$ cat config.mk
export PLATFORM = sky130hd
export DESIGN_NAME = sipo
export DESIGN_NICKNAME = d
export VERILOG_FILES = /design/src/rtl/sipo_pkg.sv /design/src/rtl/sipo.sv
export SDC_FILE = /design/constraint.sdc
export NUM_CORES = 1
export LEC_CHECK = 0
export ABC_AREA = 1
export CORE_MARGIN = 3
export CORE_UTILIZATION = 30
export DETAILED_ROUTE_END_ITERATION = 6
export DONT_BUFFER_PORTS = 1
export GPL_TIMING_DRIVEN = 0
export PLACE_DENSITY = 0.53
export SLEW_MARGIN = 15
export SYNTH_ARGS = -nofsm -noshare
export SYNTH_HDL_FRONTEND = slang
export SYNTH_SLANG_ARGS = --single-unit
$ cat constraint.sdc
create_clock -name clk -period 1.4 [get_ports clk]
set_input_delay 0.14 -clock clk [delete_from_list [all_inputs] [get_ports clk]]
set_output_delay 0.14 -clock clk [all_outputs]
set_load 0.02 [all_outputs]
$ cat src/rtl/sipo_pkg.sv
// -----------------------------------------------------------------------------
// sipo_pkg
//
// Purpose : Shared definitions for the 4-bit shift-register serial link.
//           The default word width is shared with the transmit end (piso) so
//           both ends of the link agree on word size without extra wiring.
//
// Contents:
//   SIPO_DEFAULT_WIDTH - default bits per word for both link ends
//   sipo_state_e       - receiver state: IDLE (no partial word) or SHIFT
// -----------------------------------------------------------------------------
package sipo_pkg;

    localparam int SIPO_DEFAULT_WIDTH = 4;

    // IDLE  : bit count 0, no partial word held.
    // SHIFT : 1..WIDTH-1 bits of the current word captured.
    typedef enum logic [0:0] {
        IDLE  = 1'b0,
        SHIFT = 1'b1
    } sipo_state_e;

endpackage : sipo_pkg

$ cat src/rtl/sipo.sv
// -----------------------------------------------------------------------------
// sipo
//
// Purpose : Serial-in, parallel-out deserializer. Samples one serial bit per
//           clock while sin_en is high, assembles WIDTH bits into a word and
//           presents each completed word in a one-entry registered output slot
//           with a valid/ready handshake. A word that completes while the slot
//           is still occupied and not being consumed is dropped and reported
//           with a one-cycle overrun pulse.
//
// Parameters:
//   WIDTH     - bits per word, 2..32
//   MSB_FIRST - 1: first received bit lands in pout[WIDTH-1]
//               0: first received bit lands in pout[0]
//
// Ports:
//   clk        in   single clock, all logic on the rising edge
//   rst        in   synchronous active-high reset, highest priority
//   sin_en     in   shift enable; sin is sampled on every edge where it is 1
//   sin        in   serial data bit
//   pout       out  last completed word (registered, held after consume)
//   pout_valid out  pout holds an unconsumed word
//   pout_ready in   consumer accepts pout when pout_valid && pout_ready
//   overrun    out  one-cycle pulse: a completed word was dropped
// -----------------------------------------------------------------------------
module sipo
    import sipo_pkg::*;
#(
    parameter int WIDTH     = SIPO_DEFAULT_WIDTH,
    parameter bit MSB_FIRST = 1'b1
) (
    input  logic             clk,
    input  logic             rst,
    input  logic             sin_en,
    input  logic             sin,
    output logic [WIDTH-1:0] pout,
    output logic             pout_valid,
    input  logic             pout_ready,
    output logic             overrun
);

    // One extra bit of headroom over what 0..WIDTH-1 strictly needs.
    localparam int                CNT_W    = $clog2(WIDTH) + 1;
    localparam logic [CNT_W-1:0]  LAST_CNT = CNT_W'(WIDTH - 1);
    localparam logic [CNT_W-1:0]  CNT_ONE  = CNT_W'(1);

    // -------------------------------------------------------------------------
    // State
    // -------------------------------------------------------------------------
    sipo_state_e        r_state;
    logic [CNT_W-1:0]   r_cnt;
    logic [WIDTH-1:0]   r_shift;
    logic [WIDTH-1:0]   r_pout;
    logic               r_pout_valid;
    logic               r_overrun;

    // -------------------------------------------------------------------------
    // Next-word datapath and slot decisions
    // -------------------------------------------------------------------------
    logic [WIDTH-1:0]   w_base;
    logic [WIDTH-1:0]   w_next_shift;
    logic               w_word_done;
    logic               w_slot_free;
    logic               w_handshake;
    logic               w_load;
    logic               w_drop;

    always_comb begin
        // NOTE: every always_comb output gets a default first so that no path
        // leaves it unassigned, which would infer a latch.
        w_base       = r_shift;
        w_next_shift = r_shift;

        // A new word always starts from a clean register, so leftover bits
        // from an aborted or completed word can never leak into it.
        if (r_state == IDLE) begin
            w_base = '0;
        end

        if (MSB_FIRST) begin
            w_next_shift = {w_base[WIDTH-2:0], sin};
        end else begin
            w_next_shift = {sin, w_base[WIDTH-1:1]};
        end
    end

    // The edge that samples bit WIDTH of the current word.
    assign w_word_done = sin_en && (r_state == SHIFT) && (r_cnt == LAST_CNT);

    // The slot may be refilled if empty or if it is being consumed this edge.
    assign w_handshake = r_pout_valid && pout_ready;
    assign w_slot_free = !r_pout_valid || pout_ready;
    assign w_load      = w_word_done && w_slot_free;
    assign w_drop      = w_word_done && !w_slot_free;

    // -------------------------------------------------------------------------
    // FSM, counter, shift register and output slot
    // -------------------------------------------------------------------------
    always_ff @(posedge clk) begin
        // NOTE: sequential state uses non-blocking assignments so every
        // register samples the pre-edge values of the others.
        if (rst) begin
            r_state      <= IDLE;
            r_cnt        <= '0;
            r_shift      <= '0;
            r_pout       <= '0;
            r_pout_valid <= 1'b0;
            r_overrun    <= 1'b0;
        end else begin
            // Registered, so the pulse appears in the cycle after the drop
            // and lasts exactly one cycle.
            r_overrun <= w_drop;

            case (r_state)
                IDLE: begin
                    if (sin_en) begin
                        r_state <= SHIFT;
                        r_cnt   <= CNT_ONE;
                        r_shift <= w_next_shift;
                    end
                end

                SHIFT: begin
                    if (!sin_en) begin
                        // Enable dropped mid-word: discard the partial word.
                        r_state <= IDLE;
                        r_cnt   <= '0;
                        r_shift <= '0;
                    end else if (r_cnt == LAST_CNT) begin
                        // Word complete. Returning to IDLE lets the next bit
                        // start a fresh word on the very next edge.
                        r_state <= IDLE;
                        r_cnt   <= '0;
                        r_shift <= w_next_shift;
                    end else begin
                        r_cnt   <= r_cnt + CNT_ONE;
                        r_shift <= w_next_shift;
                    end
                end

                default: begin
                    r_state <= IDLE;
                    r_cnt   <= '0;
                    r_shift <= '0;
                end
            endcase

            // Output slot. pout is only ever written by a load; a consume
            // clears valid but leaves the data in place.
            if (w_load) begin
                r_pout       <= w_next_shift;
                r_pout_valid <= 1'b1;
            end else if (w_handshake) begin
                r_pout_valid <= 1'b0;
            end
        end
    end

    assign pout       = r_pout;
    assign pout_valid = r_pout_valid;
    assign overrun    = r_overrun;

endmodule : sipo

==> key figures, run 1 <==
Outcome
  • Status: completed

Placed design
  • Placer Congestion: 0.699
  • DPL Wire Length: 738 um
  • I/O Buffers: 0

Detailed routing
  • Per-cell routed wire length: 9.33 um
  • Via density per instance: roughly 4.3
  • Post-Route WL: 989 um
  • Detailed router's first-iteration violation count: 13
  • Post-route ant nets: 0
  • Vias: 461
  • First-pass iteration count of the detailed router: 4
  • Residual DRC: 0

Clock network
  • Cts repair resizes: 0
  • CTS tree: built
  • Clock root buffer: clkbuf_4
  • CTS buffer count: 3
  • CTS max path bufs: 2
  • Clock Pin Slew Worst Setup and Hold Paths: 0.07 ns
  • Worst skew pair latency: 0.27 ns
  • Htree depth: 1
  • # Post-CTS Setup Buffers: 0
  • Sink Count: 13
  • Number of hold buffers added after cts: 1

Worst hold path
  • Hold depth: 2
  • Hold Startpoint: sin
  • Hold Crit Class: in2reg

Pwr
  • Max VDD drop: around 0.63 mV
  • Power per Cell Area: 1050 nW/um^2
  • Pleak: 0.261 nW

Setup path
  • CP Launch Type: flop
  • Reg2reg start: r_cnt[0]
  • CP arrival: ~1.4 ns
  • Worst Path Max Fanout: 6
  • Worst r2r path cells: 6
  • Crit. Startpoint: r_cnt[0]
  • CP required: around 1.6 ns
  • Endpoint class of the critical path: flop
  • Worst setup path class: reg2reg

Synthesis
  • Distinct cells, synth: 13
  • Cell Area, Synth: 543 sq um
  • Area leader, netlist: dfxtp_1
  • Post-synthesis cell count: 77
  • Synth area leaders: dfxtp_1 (48%), nand2_1 (15%), inv_1 (9.0%)
  • Yosys top cell area share: 0.479
  • Main synth FF type: dfxtp_1
  • Synthesized net count: between 80 and 90
  • Commonest cells in the synthesized netlist: nand2_1 (21), dfxtp_1 (13), inv_1 (13)
  • Yosys warning total: 0
  • Most common cell in the netlist: nand2_1
  • Syn Area/Cell: 7.05 sq um
  • Synth Register Bits: 13
  • Register area share after synthesis: 0.479
  • EDFF count, synth: 0
  • Async SR Flop Fraction: 0

Floorplanning
  • Chip height: 48.5 um
  • Core area: 1610 sq um
  • Cell row count: 14
  • # IOs: 11
  • Die W: 48.5 um
  • Die area: 2360 sq um
  • Starting density of the core: 0.337

Timing
  • RSZ-0062 raised after global routing: no
  • Hold Fails Final Rpt: 0
  • Setup TNS Final: 0 ns
  • Post-route minimum period: 1.22 ns
  • Tcrit/Tclk final: 0.875
  • Max-slew violation count: 0
  • Setup violators final: 0
  • Final clock skew: 0.00711 ns
  • F_max: 817 MHz
  • Max-slew headroom: 0.716
  • Worst-Margin Slew: 0.426 ns

Global route
  • Vias in the first global route: 386
  • Initial antenna violation count: 0
  • Grt total ovfl: 0
  • Gr usage total: 0.0948
  • Largest net degree at the start of global routing: 11
  • Wire length of the first global-routing pass: roughly 1700 um

Finish
  • Area grow syn2layout: 12.2%
  • Multi-input gate area: 226 sq um
  • Reg area: 260 sq um
  • Final Util: 0.378
  • Layout cells sized above 1: 0.0732
  • Fill cell count: 193
  • Antenna diodes: 0
  • Nets: 89

Run
  • # Max-Cap Violations: 0
[final timing paths]
kind                            slack (ns)          to
worst max-delay path                  0.18     pout[0]
worst min register to register        0.47  r_shift[2]
worst max register to register        0.18     pout[0]
worst min-delay path                  0.01     pout[0]
[final cells by class]
type / count / share of cell area
inverters: 14 / 0.0862
clock buffers: 4 / 0.0431
well taps: 24 / 0.0493
plain buffers: 1 / 0.00616
repair buffers: 1 / 0.0164
flip-flops and latches: 13 / 0.427
multi-input cells: 49 / 0.372
[power by group]
part	leakage [nW]	switching [mW]	internal (mW)
logic	0.141	0.0205	0.0118
registers	0.106	0.00653	0.376
clock network	0.0150	0.118	0.110
total	0.261	0.145	0.498
[cells in the final DEF (no fill, tap or decap)]
cell	instances
clkbuf_1	2
nand2_1	21
inv_2	1
o21ai_0	2
nand2_2	1
inv_1	13
a21oi_1	7
nor2_1	11
nand3_1	3
nor3_1	2
nand3_4	1
clkbuf_4	3
dlygate4sd3_1	1
dfxtp_1	13
ha_1	1
[per-stage QoR]
| stage | cells | area, sq um | hold slack (ns) | power (mW) | setup WS (ns) |
|---|---|---|---|---|---|
| floorplan | 77 | 543 | 0.275 | 0.414 | 0.328 |
| global placement | 101 | 573 | 0.285 | 0.421 | 0.207 |
| detailed placement | 101 | 573 | 0.291 | 0.422 | 0.175 |
| CTS | 106 | 609 | 0.00322 | 0.662 | 0.158 |
| global route | 106 | 609 | 0.0142 | 0.680 | 0.0537 |
| finish | 106 | 609 | 0.0101 | 0.643 | 0.176 |
[state kept, by name, summed over array words and instances (netlist names)]
name and count:
r_shift 3, pout 4, pout_valid 1, r_state 1, r_cnt 3, overrun 1
[cell families (layout without fill, tap and decap cells)]
| logic type | count (synthesis) | in the layout | synth area share |
|---|---|---|---|
| adder cells (fa/ha/maj) | 1 | 1 | 0.0230 |
| flip-flops | 13 | 13 | 0.479 |
| AND/OR/NAND/NOR | 39 | 39 | 0.311 |
| buffers and inverters | 15 | 20 | 0.104 |
| AO/OA/AOI/OAI | 9 | 9 | 0.0829 |
[critical path, stage by stage, from the launching register on]
cell and delay (ns):
dfxtp_1 0.36, ha_1 0.18, inv_1 0.06, nor2_1 0.23, nand3_4 0.15, nor2_1 0.11, nor2_1 0.05
[per-layer routing]
layer | track usage | part of all wire | vias up
met5 | 0 | 0 | -
met3 | 0.0644 | 0.054 | 2
met2 | 0.128 | 0.43 | 9
met4 | 0.0284 | 0.010 | 0
met1 | 0.120 | 0.50 | 205
li1 | - | - | 245
Power figures use the tool's default switching activity.
==> inputs of run 2 (changes only) <==
--- a/config.mk
+++ b/config.mk
@@ -5,7 +5,6 @@
 export SDC_FILE = /design/constraint.sdc
 export NUM_CORES = 1
 export LEC_CHECK = 0
-export ABC_AREA = 1
 export CORE_MARGIN = 3
 export CORE_UTILIZATION = 30
 export DETAILED_ROUTE_END_ITERATION = 6
==> run 2 against run 1 <==
  * Global-route usage increased by 1.1 points
  * Worst setup slack got worse by 0.030 ns
  * Critical endpoint is now pout[1]
  * Worst hold slack worse by 0.0021 ns
==> key figures, run 2 <==
Synthesis
  • EDFF count, synth: 0 (unchanged)
  • Yosys warning total: 0 (unchanged)
  • Syn Area/Cell: 9.45 sq um (+34%)
  • Synthesized net count: 64 (-23%)
  • Area leader, netlist: dfxtp_1
  • Most common cell in the netlist: dfxtp_1
  • Cell Area, Synth: 548 sq um (+0.92%)
  • Async SR Flop Fraction: 0 (unchanged)
  • Yosys top cell area share: 0.475 (-0.00438)
  • Register area share after synthesis: 0.475 (-0.00438)
  • Commonest cells in the synthesized netlist: dfxtp_1 (13), nor2_1 (6), a21oi_1 (5), nor2b_1 (5), o21ai_0 (4)
  • Main synth FF type: dfxtp_1
  • Post-synthesis cell count: 58 (-25%)
  • Synth Register Bits: 13 (unchanged)
  • Distinct cells, synth: 23 (+10)
  • Synth area leaders: dfxtp_1 (47%), nor2b_1 (5.7%), o41ai_1 (4.8%)

Setup path
  • CP Launch Type: flop
  • CP delay by family, top: flip-flops
  • Worst Path Max Fanout: 9 (+3)
  • Crit-path cells: ha_1 > nand4b_4 > o41ai_1
  • CP max-delay cell: dfxtp_1
  • Worst r2r path cells: 3 (-3)
  • Worst setup path class: reg2reg
  • Worst path bufs/invs: 0 (-1)
  • Worst stage delay on the critical path: 0.37 ns (about the same)
  • CP required: 1.57 ns (about the same)
  • Endpoint class of the critical path: flop
  • Reg2reg end: pout[1]
  • Worst R2R Setup Slack: 0.15 ns (-0.03 ns)
  • Reg2reg start: r_cnt[0]
  • CP Depth: 3 (-3)
  • CP arrival: 1.43 ns (+0.04 ns)

Clock network
  • Worst skew pair latency: 0.27 ns (about the same)
  • Clock root buffer: clkbuf_4
  • CTS max path bufs: 2 (unchanged)
  • Clock Pin Slew Worst Setup and Hold Paths: 0.08 ns (about the same)
  • CTS tree: built
  • Htree depth: 1 (unchanged)
  • CTS buffer count: 3 (unchanged)
  • # Post-CTS Setup Buffers: 0 (unchanged)
  • Sink Count: 13 (unchanged)

Timing
  • Worst-Margin Slew: 0.473 ns (+0.0476 ns)
  • Hold Fails Final Rpt: 0 (unchanged)
  • Max-slew headroom: 0.684 (-0.0317)
  • Final clock skew: 0.000941 ns (-0.00617 ns)
  • Tcrit/Tclk final: 0.896 (+0.0214)
  • RSZ-0062 raised after global routing: no
  • Setup TNS Final: 0 ns (unchanged)
  • Setup violators final: 0 (unchanged)
  • Post-route minimum period: 1.25 ns (+0.0300 ns)
  • Fin worst setup slack: 0.146 ns (-0.0300 ns)
  • Max-slew violation count: 0 (unchanged)
  • F_max: 797 MHz (-2.4%)

Floorplanning
  • Cell row count: 14 (unchanged)
  • Starting density of the core: 0.340 (+0.00311)
  • # IOs: 11 (unchanged)
  • Die W: 48.7 um (+0.40%)
  • Die area: 2380 sq um (+0.80%)
  • Core area: 1610 sq um (unchanged)
  • Chip height: 48.7 um (+0.40%)

Pwr
  • Seq pwr share: 0.584 (-0.011)
  • Switching Fraction: 0.227 (+0.00245)
  • Pleak: 0.233 nW (-11%)
  • Internal power: 0.503 mW (+0.94%)
  • Combinational share of power: 0.062 (+0.012)
  • Max VDD drop: 0.591 mV (-6.3%)
  • Power Total: 0.651 mW (+1.3%)
  • Clk network pwr share: 0.354 (about the same)
  • Power per Cell Area: 1050 nW/um^2 (about the same)
  • P_sw: 0.148 mW (+2.4%)

Global route
  • Vias in the first global route: 433 (+12%)
  • Grt total ovfl: 0 (unchanged)
  • Largest net degree at the start of global routing: 11 (unchanged)
  • Gr usage total: 0.106 (+0.0107)
  • Initial antenna violation count: 0 (unchanged)
  • Wire length of the first global-routing pass: 1960 um (+14%)

Finish
  • Nets: 70 (-21%)
  • Commonest non-fill, non-tap cell in the layout: dfxtp_1
  • Antenna diodes: 0 (unchanged)
  • Max reg flops: 4 (unchanged)
  • Final Util: 0.383 (+0.00466)
  • Final instance area: 617 sq um (+1.2%)
  • Most frequent cells in the layout: dfxtp_1 (13), nor2_1 (6), a21oi_1 (5), nor2b_1 (4), o21ai_0 (4)
  • Area grow syn2layout: 12.6%
  • Layout cells sized above 1: 0.127 (+0.0538)

Detailed routing
  • Per-cell routed wire length: 12.9 um (+38%)
  • Detailed router's first-iteration violation count: 8 (-5)
  • Via density per instance: 5.09 (+17%)
  • Vias: 443 (-3.9%)
  • First-pass iteration count of the detailed router: 4 (unchanged)
  • Residual DRC: 0 (unchanged)
  • Post-route ant nets: 0 (unchanged)
  • Post-Route WL: 1120 um (+13%)

Placed design
  • I/O Buffers: 0 (unchanged)
  • DP Area: 578 sq um (+0.87%)
  • Placer Congestion: 0.729 (+4.2%)
  • Pre-CTS setup slack: 0.0962 ns (-0.0784 ns)

Worst hold path
  • Hold Startpoint: sin
  • Hold depth: 2 (unchanged)
  • Hold Crit Class: in2reg
  • Hold Path Sink: r_shift[0]

Outcome
  • Status: completed

Run
  • # Max-Cap Violations: 0 (unchanged)
run 2: logic make-up after synthesis:
family,count (synthesis),share of synthesized area
buffers and inverters,4,0.0479
AND/OR/NAND/NOR,24,0.267
AO/OA/AOI/OAI,16,0.187
adder cells (fa/ha/maj),1,0.0228
flip-flops,13,0.475
run 2: through the flow:
step,hold WS [ns],cells
floorplan,0.241,58
CTS,0.00434,87
global placement,0.246,82
finish,0.00796,87
detailed placement,0.248,82
global route,0.0109,87
run 2: worst reg2reg max path: stages (launching register included):
cell	delay [ns]
dfxtp_1	0.37
ha_1	0.24
nand4b_4	0.18
o41ai_1	0.36
run 2: power groups by stage:
stage | Clock (mW) | Sequential (mW) | Combinational [mW]
2_1_floorplan | 0 | 0.387 | 0.0303
3_5_place_dp | 0 | 0.389 | 0.0375
4_1_cts | 0.237 | 0.380 | 0.0410
6_report | 0.230 | 0.380 | 0.0404
5_1_grt | 0.257 | 0.381 | 0.0455
3_3_place_gp | 0 | 0.389 | 0.0366
run 2: area by class of cell:
type | count | area [sq um]
Buffer | 3 | 22.5
Clock buffer | 4 | 26.3
Fill cell | 177 | 995
Inverter | 1 | 3.75
Multi-Input combinational cell | 41 | 264
Sequential cell | 13 | 260
Tap cell | 24 | 30.0
Timing Repair Buffer | 1 | 10.0
run 2: how the worst max path moves through the flow:
stage / endpoint / start / slack (ns)
floorplan: r_cnt[1] / r_cnt[0] / 0.27
global placement: r_cnt[1] / r_cnt[0] / 0.11
detailed placement: r_cnt[1] / r_cnt[0] / 0.1
CTS: r_cnt[1] / r_cnt[0] / 0.08
global route: pout[1] / r_cnt[0] / 0.04
finish: pout[1] / r_cnt[0] / 0.15
run 2: what timing repair did:
action                                  4_1_cts  5_1_grt
gates resized for setup                       0        1
endpoints found under the setup margin        0        1
endpoints found under the hold margin         2        0
hold buffers                                  1        0
run 2: per-layer routing:
layer | share of wire | vias up | GRT usage
li1 | - | 221 | -
met1 | 0.49 | 214 | 0.124
met2 | 0.45 | 8 | 0.161
met3 | 0.052 | 0 | 0.0736
met4 | 0 | 0 | 0.0142
met5 | 0 | - | 0
